$ cat config.mk
export PLATFORM = sky130hd
export DESIGN_NAME = hit_resolver
export DESIGN_NICKNAME = d
export VERILOG_FILES = /design/src/rtl/hit_resolver.sv
export SDC_FILE = /design/constraint.sdc
export NUM_CORES = 1
export LEC_CHECK = 0
export ABC_AREA = 1
export BUFFER_PORTS_ARGS = -buffer_cell sky130_fd_sc_hd__clkbuf_2
export CAP_MARGIN = 20
export CORE_MARGIN = 8
export CORE_UTILIZATION = 25
export CTS_CLUSTER_DIAMETER = 80
export DETAILED_ROUTE_END_ITERATION = 10
export GPL_TIMING_DRIVEN = 0
export PLACE_DENSITY_LB_ADDON = 0.3
export SETUP_SLACK_MARGIN = 0.3
export SLEW_MARGIN = 20
export SYNTH_ARGS = -nofsm -noshare
export SYNTH_HDL_FRONTEND = slang
export SYNTH_SLANG_ARGS = --single-unit
$ cat constraint.sdc
create_clock -name Clk -period 2.7 [get_ports Clk]
set_input_delay 0.405 -clock Clk [delete_from_list [all_inputs] [get_ports Clk]]
set_output_delay 0.405 -clock Clk [all_outputs]
set_load 0.02 [all_outputs]
$ cat src/rtl/hit_resolver.sv
// Punch/hit resolution for two fighters: per-fighter attack phase FSM,
// reach check, one-hit-per-attack, counter-hit cancel and knockback decay.
module hit_resolver #(
  parameter logic [7:0]  RYU_PUNCH_KEY   = 8'h09,
  parameter logic [7:0]  AKUMA_PUNCH_KEY = 8'h0E,
  parameter int unsigned STARTUP_CYC     = 3,
  parameter int unsigned ACTIVE_CYC      = 2,
  parameter int unsigned RECOVERY_CYC    = 6,
  parameter int unsigned REACH           = 60,
  parameter int unsigned KNOCKBACK       = 8
) (
  input  logic               Clk,
  input  logic               Reset,
  input  logic [7:0]         keycode_0,
  input  logic [7:0]         keycode_1,
  input  logic [7:0]         keycode_2,
  input  logic [7:0]         keycode_3,
  input  logic signed [10:0] XDist,
  output logic               ryu_hit,
  output logic               akuma_hit,
  output logic [7:0]         Ryu_Knockback,
  output logic [7:0]         Akuma_Knockback,
  output logic [1:0]         ryu_state,
  output logic [1:0]         akuma_state
);

  localparam int unsigned NF = 2;   // index 0 = Ryu, 1 = Akuma
  localparam int unsigned CW = 4;
  localparam int unsigned KW = 8;
  localparam int unsigned AW = 12;

  typedef enum logic [1:0] {
    ST_IDLE     = 2'd0,
    ST_STARTUP  = 2'd1,
    ST_ACTIVE   = 2'd2,
    ST_RECOVERY = 2'd3
  } phase_e;

  phase_e          state_q [NF];
  phase_e          state_d [NF];
  logic [CW-1:0]   cnt_q   [NF];
  logic [CW-1:0]   cnt_d   [NF];
  logic [KW-1:0]   kb_q    [NF];
  logic [KW-1:0]   kb_d    [NF];
  logic [NF-1:0]   landed_q, landed_d;
  logic [NF-1:0]   hit_q, hit_d;
  logic [NF-1:0]   pressed_q, armed_q;
  logic [NF-1:0]   pressed_c, press_det_c, connect_c, struck_c;

  logic [AW-1:0]   xd_ext_c, dist_abs_c;
  logic            in_reach_c;

  function automatic logic key_down(input logic [7:0] k);
    return (keycode_0 == k) || (keycode_1 == k) ||
           (keycode_2 == k) || (keycode_3 == k);
  endfunction

  // Armed stays low after reset until the key is seen released, so a key
  // held across reset release cannot start an attack.
  always_comb begin
    pressed_c   = {key_down(AKUMA_PUNCH_KEY), key_down(RYU_PUNCH_KEY)};
    press_det_c = pressed_c & ~pressed_q & armed_q;
  end

  // 12-bit magnitude so XDist = -1024 does not wrap.
  always_comb begin
    xd_ext_c   = {XDist[10], XDist};
    dist_abs_c = xd_ext_c[AW-1] ? AW'(-xd_ext_c) : xd_ext_c;
    in_reach_c = (dist_abs_c <= AW'(REACH));
  end

  always_comb begin
    connect_c = '0;
    for (int i = 0; i < int'(NF); i++) begin
      connect_c[i] = (state_q[i] == ST_ACTIVE) && !landed_q[i] && in_reach_c;
    end
    struck_c = {connect_c[0], connect_c[1]};
  end

  // State register
  always_ff @(posedge Clk) begin
    if (Reset) begin
      for (int i = 0; i < int'(NF); i++) begin
        state_q[i] <= ST_IDLE;
        cnt_q[i]   <= '0;
        kb_q[i]    <= '0;
      end
      landed_q  <= '0;
      hit_q     <= '0;
      pressed_q <= '0;
      armed_q   <= '0;
    end else begin
      for (int i = 0; i < int'(NF); i++) begin
        state_q[i] <= state_d[i];
        cnt_q[i]   <= cnt_d[i];
        kb_q[i]    <= kb_d[i];
      end
      landed_q  <= landed_d;
      hit_q     <= hit_d;
      pressed_q <= pressed_c;
      armed_q   <= armed_q | ~pressed_c;
    end
  end

  // Next-state: phase sequencing; a hit during wind-up cancels the attack.
  always_comb begin
    for (int i = 0; i < int'(NF); i++) begin
      state_d[i] = state_q[i];
      cnt_d[i]   = cnt_q[i];
      unique case (state_q[i])
        ST_IDLE: begin
          if (press_det_c[i]) begin
            state_d[i] = ST_STARTUP;
            cnt_d[i]   = CW'(STARTUP_CYC - 1);
          end
        end
        ST_STARTUP: begin
          if (struck_c[i]) begin
            state_d[i] = ST_IDLE;
            cnt_d[i]   = '0;
          end else if (cnt_q[i] == '0) begin
            state_d[i] = ST_ACTIVE;
            cnt_d[i]   = CW'(ACTIVE_CYC - 1);
          end else begin
            cnt_d[i]   = cnt_q[i] - CW'(1);
          end
        end
        ST_ACTIVE: begin
          if (cnt_q[i] == '0) begin
            state_d[i] = ST_RECOVERY;
            cnt_d[i]   = CW'(RECOVERY_CYC - 1);
          end else begin
            cnt_d[i]   = cnt_q[i] - CW'(1);
          end
        end
        ST_RECOVERY: begin
          if (cnt_q[i] == '0) begin
            state_d[i] = ST_IDLE;
          end else begin
            cnt_d[i]   = cnt_q[i] - CW'(1);
          end
        end
        default: begin
          state_d[i] = ST_IDLE;
          cnt_d[i]   = '0;
        end
      endcase
    end
  end

  // Outputs: landed tracking, hit pulse, knockback load/decay.
  always_comb begin
    landed_d = landed_q;
    hit_d    = struck_c;
    for (int i = 0; i < int'(NF); i++) begin
      kb_d[i] = kb_q[i];
      if (state_q[i] == ST_IDLE && press_det_c[i]) begin
        landed_d[i] = 1'b0;
      end else if (connect_c[i]) begin
        landed_d[i] = 1'b1;
      end
      if (struck_c[i]) begin
        kb_d[i] = KW'(KNOCKBACK);
      end else if (kb_q[i] != '0) begin
        kb_d[i] = kb_q[i] - KW'(1);
      end
    end
  end

  assign ryu_hit         = hit_q[0];
  assign akuma_hit       = hit_q[1];
  assign Ryu_Knockback   = kb_q[0];
  assign Akuma_Knockback = kb_q[1];
  assign ryu_state       = state_q[0];
  assign akuma_state     = state_q[1];

endmodule

Word level (Yosys, flattened, before mapping):

Memory sizes are Yosys's and may differ from the RTL's.
Index checks and enable logic that the tools add are counted.

* register bits after elaboration: 8
* memory bits (writable): 28
* bits of input ports: 45
* output and inout port bits: 22
* word-level logic and storage cells: 99
* memories: 3

* add/subtract/negate cells: 5
* order comparisons: 1
* eq/ne operators: 14
* mux-type cells: 38
* bitwise operators: 11
* reductions and logical operators: 22

Memory list
* kb_q: depth 2, width 8, read ports 2, clocked after memory_dff 0, wr ports 2, RTL line 43 `logic [KW-1:0] kb_q [NF];`
* cnt_q: depth 2, width 4, read ports 2, clocked after memory_dff 0, wr ports 2, RTL line 41 `logic [CW-1:0] cnt_q [NF];`
* state_q: depth 2, width 2, read ports 2, clocked after memory_dff 0, wr ports 2, RTL line 39 `phase_e state_q [NF];`

Operators by type and width (number)
* $eq 8x4->1 const B: 8
* $mux 4: 12
* $mux 8: 6
* $pmux 4 s4: 2
* $mux 2: 12
* $pmux 2 s4: 2
* $reduce_bool 8->1: 2
* $sub 8x1->8 const B: 2
* $le 12x6->1 const B: 1
* $mux 12: 1
* $neg 12->12: 1
* $eq 2x2->1 const B: 4
* $logic_not 4->1: 2
* $sub 4x1->4 const B: 2
* $logic_and 1x1->1: 6
* $logic_or 1x1->1: 6
* $or 1x1->1: 6
* $and 2x2->2: 2
* $eq 2x1->1 const B: 2
* $logic_not 2->1: 2
* $not 2->2: 2
* $reduce_or 2->1: 2
* $mux 1: 3
* $logic_not 1->1: 2
* $or 2x2->2: 1

Logic depth before layout (Yosys ltp):

* depth in word-level cells: 9
* depth in mapped cells: 14
* mapped depth without buffers: 14

Least setup slack after synthesis:

No wires, ideal clock.

* path type: input port to flip-flop
* from: in XDist[0]
* to: reg with a tool-made name
* library setup time: 0.115 ns
* arrival: 1.623 ns
* required time: 2.585 ns
* slack: 0.962 ns
* stages: 13
* path buffers: 0
* cell sequence: inv_1 ha_1 nand2_1 nor2_2 nand2_1 nand2_1 nand2_2 a21oi_4 nand3_4 nand3_2 nand3_2 nand3_1 nand2_1

RTL lines
* start, declared: RTL line 18 `input logic signed [10:0] XDist,`

==> impl_metrics.json <==
{
  "status": "completed",
  "drt-wirelength-per-cell_um": 10.6,
  "report.final.hold_viol_count": 0,
  "vias_in_the_first_global_route": 2238,
  "pre_cts_slack_ps": 644,
  "regToRegEndpoint": "kb_q[0][14]",
  "layout.nets": 466,
  "ff2ff_setup_slack_ps": 880,
  "finish.cell_count_without_fillers": 524,
  "critical_path.max_fanout": 5,
  "p_leak_nw": 1.37,
  "timing.slew.headroom_pct": 64.9,
  "critical_path.reg2reg.startpoint": "kb_q[0][8]",
  "detail-route-antenna-nets": 0,
  "nFillCells": 982,
  "placementRows": 34,
  "max_ir_drop_vdd_uv": 254,
  "power_per_cell_area_nw_per_um2": 1010,
  "hpwl_um": 4570,
  "fin_crit_ps": 1820,
  "synth.cells.most_frequent": "sky130_fd_sc_hd__nand2_1 (74), sky130_fd_sc_hd__nor2_1 (60), sky130_fd_sc_hd__inv_1 (46)",
  "setup_viol": 0,
  "finalCoreUtilization_pct": 31.8,
  "cts.repair_timing.setup_buffer_count": 0,
  "grt_most_used_layer": "met2",
  "share_of_flip_flops_with_an_asynchronous_set_or_reset_pct": 0,
  "post-route-period-util_pct": 67.4,
  "final.hold.worst_slack_ps": 439,
  "multi_input_gate_area_um2": 1310,
  "floorplan.die.height_um": 111,
  "grt_pass1_wl_um": 9600,
  "syn_nets": 395,
  "detail_route.iter0.violations": 91,
  "synth.cell_area_um2": 2240,
  "n_antenna_cell": 0,
  "synth_cell_types": 36,
  "synthesis.instances": 345,
  "max-clock-path-buffers": 2,
  "cts_inserted_buffers": 5,
  "areaGrowthSynthToFinish_pct": 23.8,
  "post-place-cells": 517,
  "core_um2": 8720,
  "post-route-worst-setup-slack_ps": 881,
  "fin_setup_tns_ps": 0,
  "critPathCaptureType": "flop",
  "ctsResizeCount": 0,
  "route.detailed.vias_per_inst": 4.37,
  "worstRegToRegCells": 10,
  "grt_use_met2_pct": 14.9,
  "placement.io_buffers": 64,
  "global_route.overflow_total": 0,
  "gp_weighted_congestion": 0.776,
  "worstMarginPinSlew_ps": 526,
  "floorplan.die_area_um2": 12300,
  "postSynthAreaPerCell_um2": 6.50,
  "timing.critical_path.required_ps": 2870,
  "critical_path_end": "kb_q[0][14]",
  "ys_seq_area_share_pct": 32.1,
  "remaining_drc_errors": 0,
  "path_class": "reg2reg",
  "grt_setup_unrepaired": "false",
  "cap_viol_max_count": 0,
  "ys_top_cells_by_area": "sky130_fd_sc_hd__dfxtp_1 (32%), sky130_fd_sc_hd__nand2_1 (12%), sky130_fd_sc_hd__nor2_1 (10%)",
  "clkSlewWorstSetupHoldPaths_ps": 70,
  "worst_clock_skew_ps": 4.56,
  "area_of_all_sequential_standard_cells_um2": 721,
  "floorplan.die.width_um": 111,
  "start_kind": "flop",
  "first_pass_iters": 4,
  "initial_utilization_pct": 25.7,
  "fmax_mhz": 550,
  "cts-hold-fix-buffers": 0,
  "synth_top_area_share_pct": 32.1,
  "grt_antenna_before_repair": 0,
  "met1_usage_pct": 10.7,
  "synth-seq-cells": 36,
  "final_number_of_max_transition_violations": 0,
  "drive_gt1_share_pct": 24.0,
  "h-tree-depth": 2,
  "clock_tree.root_cell": "sky130_fd_sc_hd__clkbuf_8",
  "gr-usage-all-layers_pct": 9.06,
  "cts_tree": "done",
  "largest_net_degree_at_the_start_of_global_routing": 11,
  "synth-edff-count": 0,
  "synth.most_common_cell": "sky130_fd_sc_hd__nand2_1",
  "vias": 2290,
  "io-pin-count": 67,
  "worstSkewPairLatency_ps": 280,
  "grt_use_met3_pct": 3.03,
  "cp_data_arrival_time_ps": 1990,
  "wirelength_um": 5570,
  "synth_flop_cell": "sky130_fd_sc_hd__dfxtp_1",
  "crit_path_start": "kb_q[0][8]",
  "yosysTopAreaCell": "sky130_fd_sc_hd__dfxtp_1",
  "numClockSinks": 36,
  "hold_path_class": "in2reg",
  "ys.warnings.count": 0
}
-- layout make-up --
type                            count  area share [%]
Buffer                              5           0.947
Clock buffer                        6            2.61
Clock inverter                      1           0.180
Inverter                           50            6.76
Multi-Input combinational cell    254            47.1
Sequential cell                    36            26.0
Tap cell                          108            4.87
Timing Repair Buffer               64            11.5
-- cells by family after synthesis --
family | after synthesis | synth area share (%)
DFF | 36 | 32.1
buffers and inverters | 55 | 9.54
adders and majority gates | 5 | 2.79
AOI/OAI and AO/OA | 53 | 14.1
xor gates and xnor gates | 7 | 2.73
and+or+nand+nor | 189 | 38.7
-- per-stage QoR --
stage	area (um2)	power, mW
2_1_floorplan	2240	2.06
3_3_place_gp	2700	2.43
3_5_place_dp	2700	2.46
4_1_cts	2780	2.83
5_1_grt	2780	3.09
6_report	2780	2.80
-- worst min path at each step --
stage          depth (start not counted)          from  slack (ps)      endpoint
6_report                               3  keycode_3[3]         440  pressed_q[0]
5_1_grt                                3  keycode_3[3]         450  pressed_q[0]
4_1_cts                                3  keycode_3[3]         430  pressed_q[0]
3_5_place_dp                           2   landed_q[0]         440   landed_q[0]
3_3_place_gp                           2   landed_q[0]         430   landed_q[0]
2_1_floorplan                          2   landed_q[0]         430   landed_q[0]
-- registers in the layout, indices dropped and copies added, names as in the netlist, named ones only --
name and cells:
armed_q 2, pressed_q 2, hit_q 2, cnt_q 8
state_q 2, kb_q 16, landed_q 2
-- power by group --
part	switching (mW)	total [mW]	leakage, nW	internal (mW)
clock network	0.179	0.354	0.0410	0.175
logic	1.00	1.58	1.04	0.582
registers	0.164	0.859	0.296	0.695
-- placed cells by master (no fill, tap or decap), types with 6 or more instances in the layout --
master	instances
sky130_fd_sc_hd__nand3_1	19
sky130_fd_sc_hd__nand4_1	7
sky130_fd_sc_hd__o21ai_0	9
sky130_fd_sc_hd__a21oi_1	33
sky130_fd_sc_hd__nand2_1	74
sky130_fd_sc_hd__nor3_1	6
sky130_fd_sc_hd__inv_1	46
sky130_fd_sc_hd__clkbuf_2	64
sky130_fd_sc_hd__nor2_1	60
sky130_fd_sc_hd__dfxtp_1	36
-- per-layer routing --
| layer | wire [um] | part of all wire [%] | vias up |
|---|---|---|---|
| met2 | 2480 | 45 | 58 |
| met5 | 0 | 0 | - |
| li1 | - | - | 1245 |
| met4 | 72 | 1.3 | 0 |
| met3 | 340 | 6.1 | 6 |
| met1 | 2670 | 48 | 981 |
-- critical path, stage by stage, from the launching register on --
cell                      delay, ps
sky130_fd_sc_hd__dfxtp_1        330
sky130_fd_sc_hd__inv_2           80
sky130_fd_sc_hd__ha_1           180
sky130_fd_sc_hd__nand2_1        100
sky130_fd_sc_hd__nor3_2         180
sky130_fd_sc_hd__inv_1           80
sky130_fd_sc_hd__or2_1          230
sky130_fd_sc_hd__nor2_2         190
sky130_fd_sc_hd__inv_1           80
sky130_fd_sc_hd__nand3_1        170
sky130_fd_sc_hd__a21oi_1         70
Note: power is estimated with default switching activity, not from simulation.
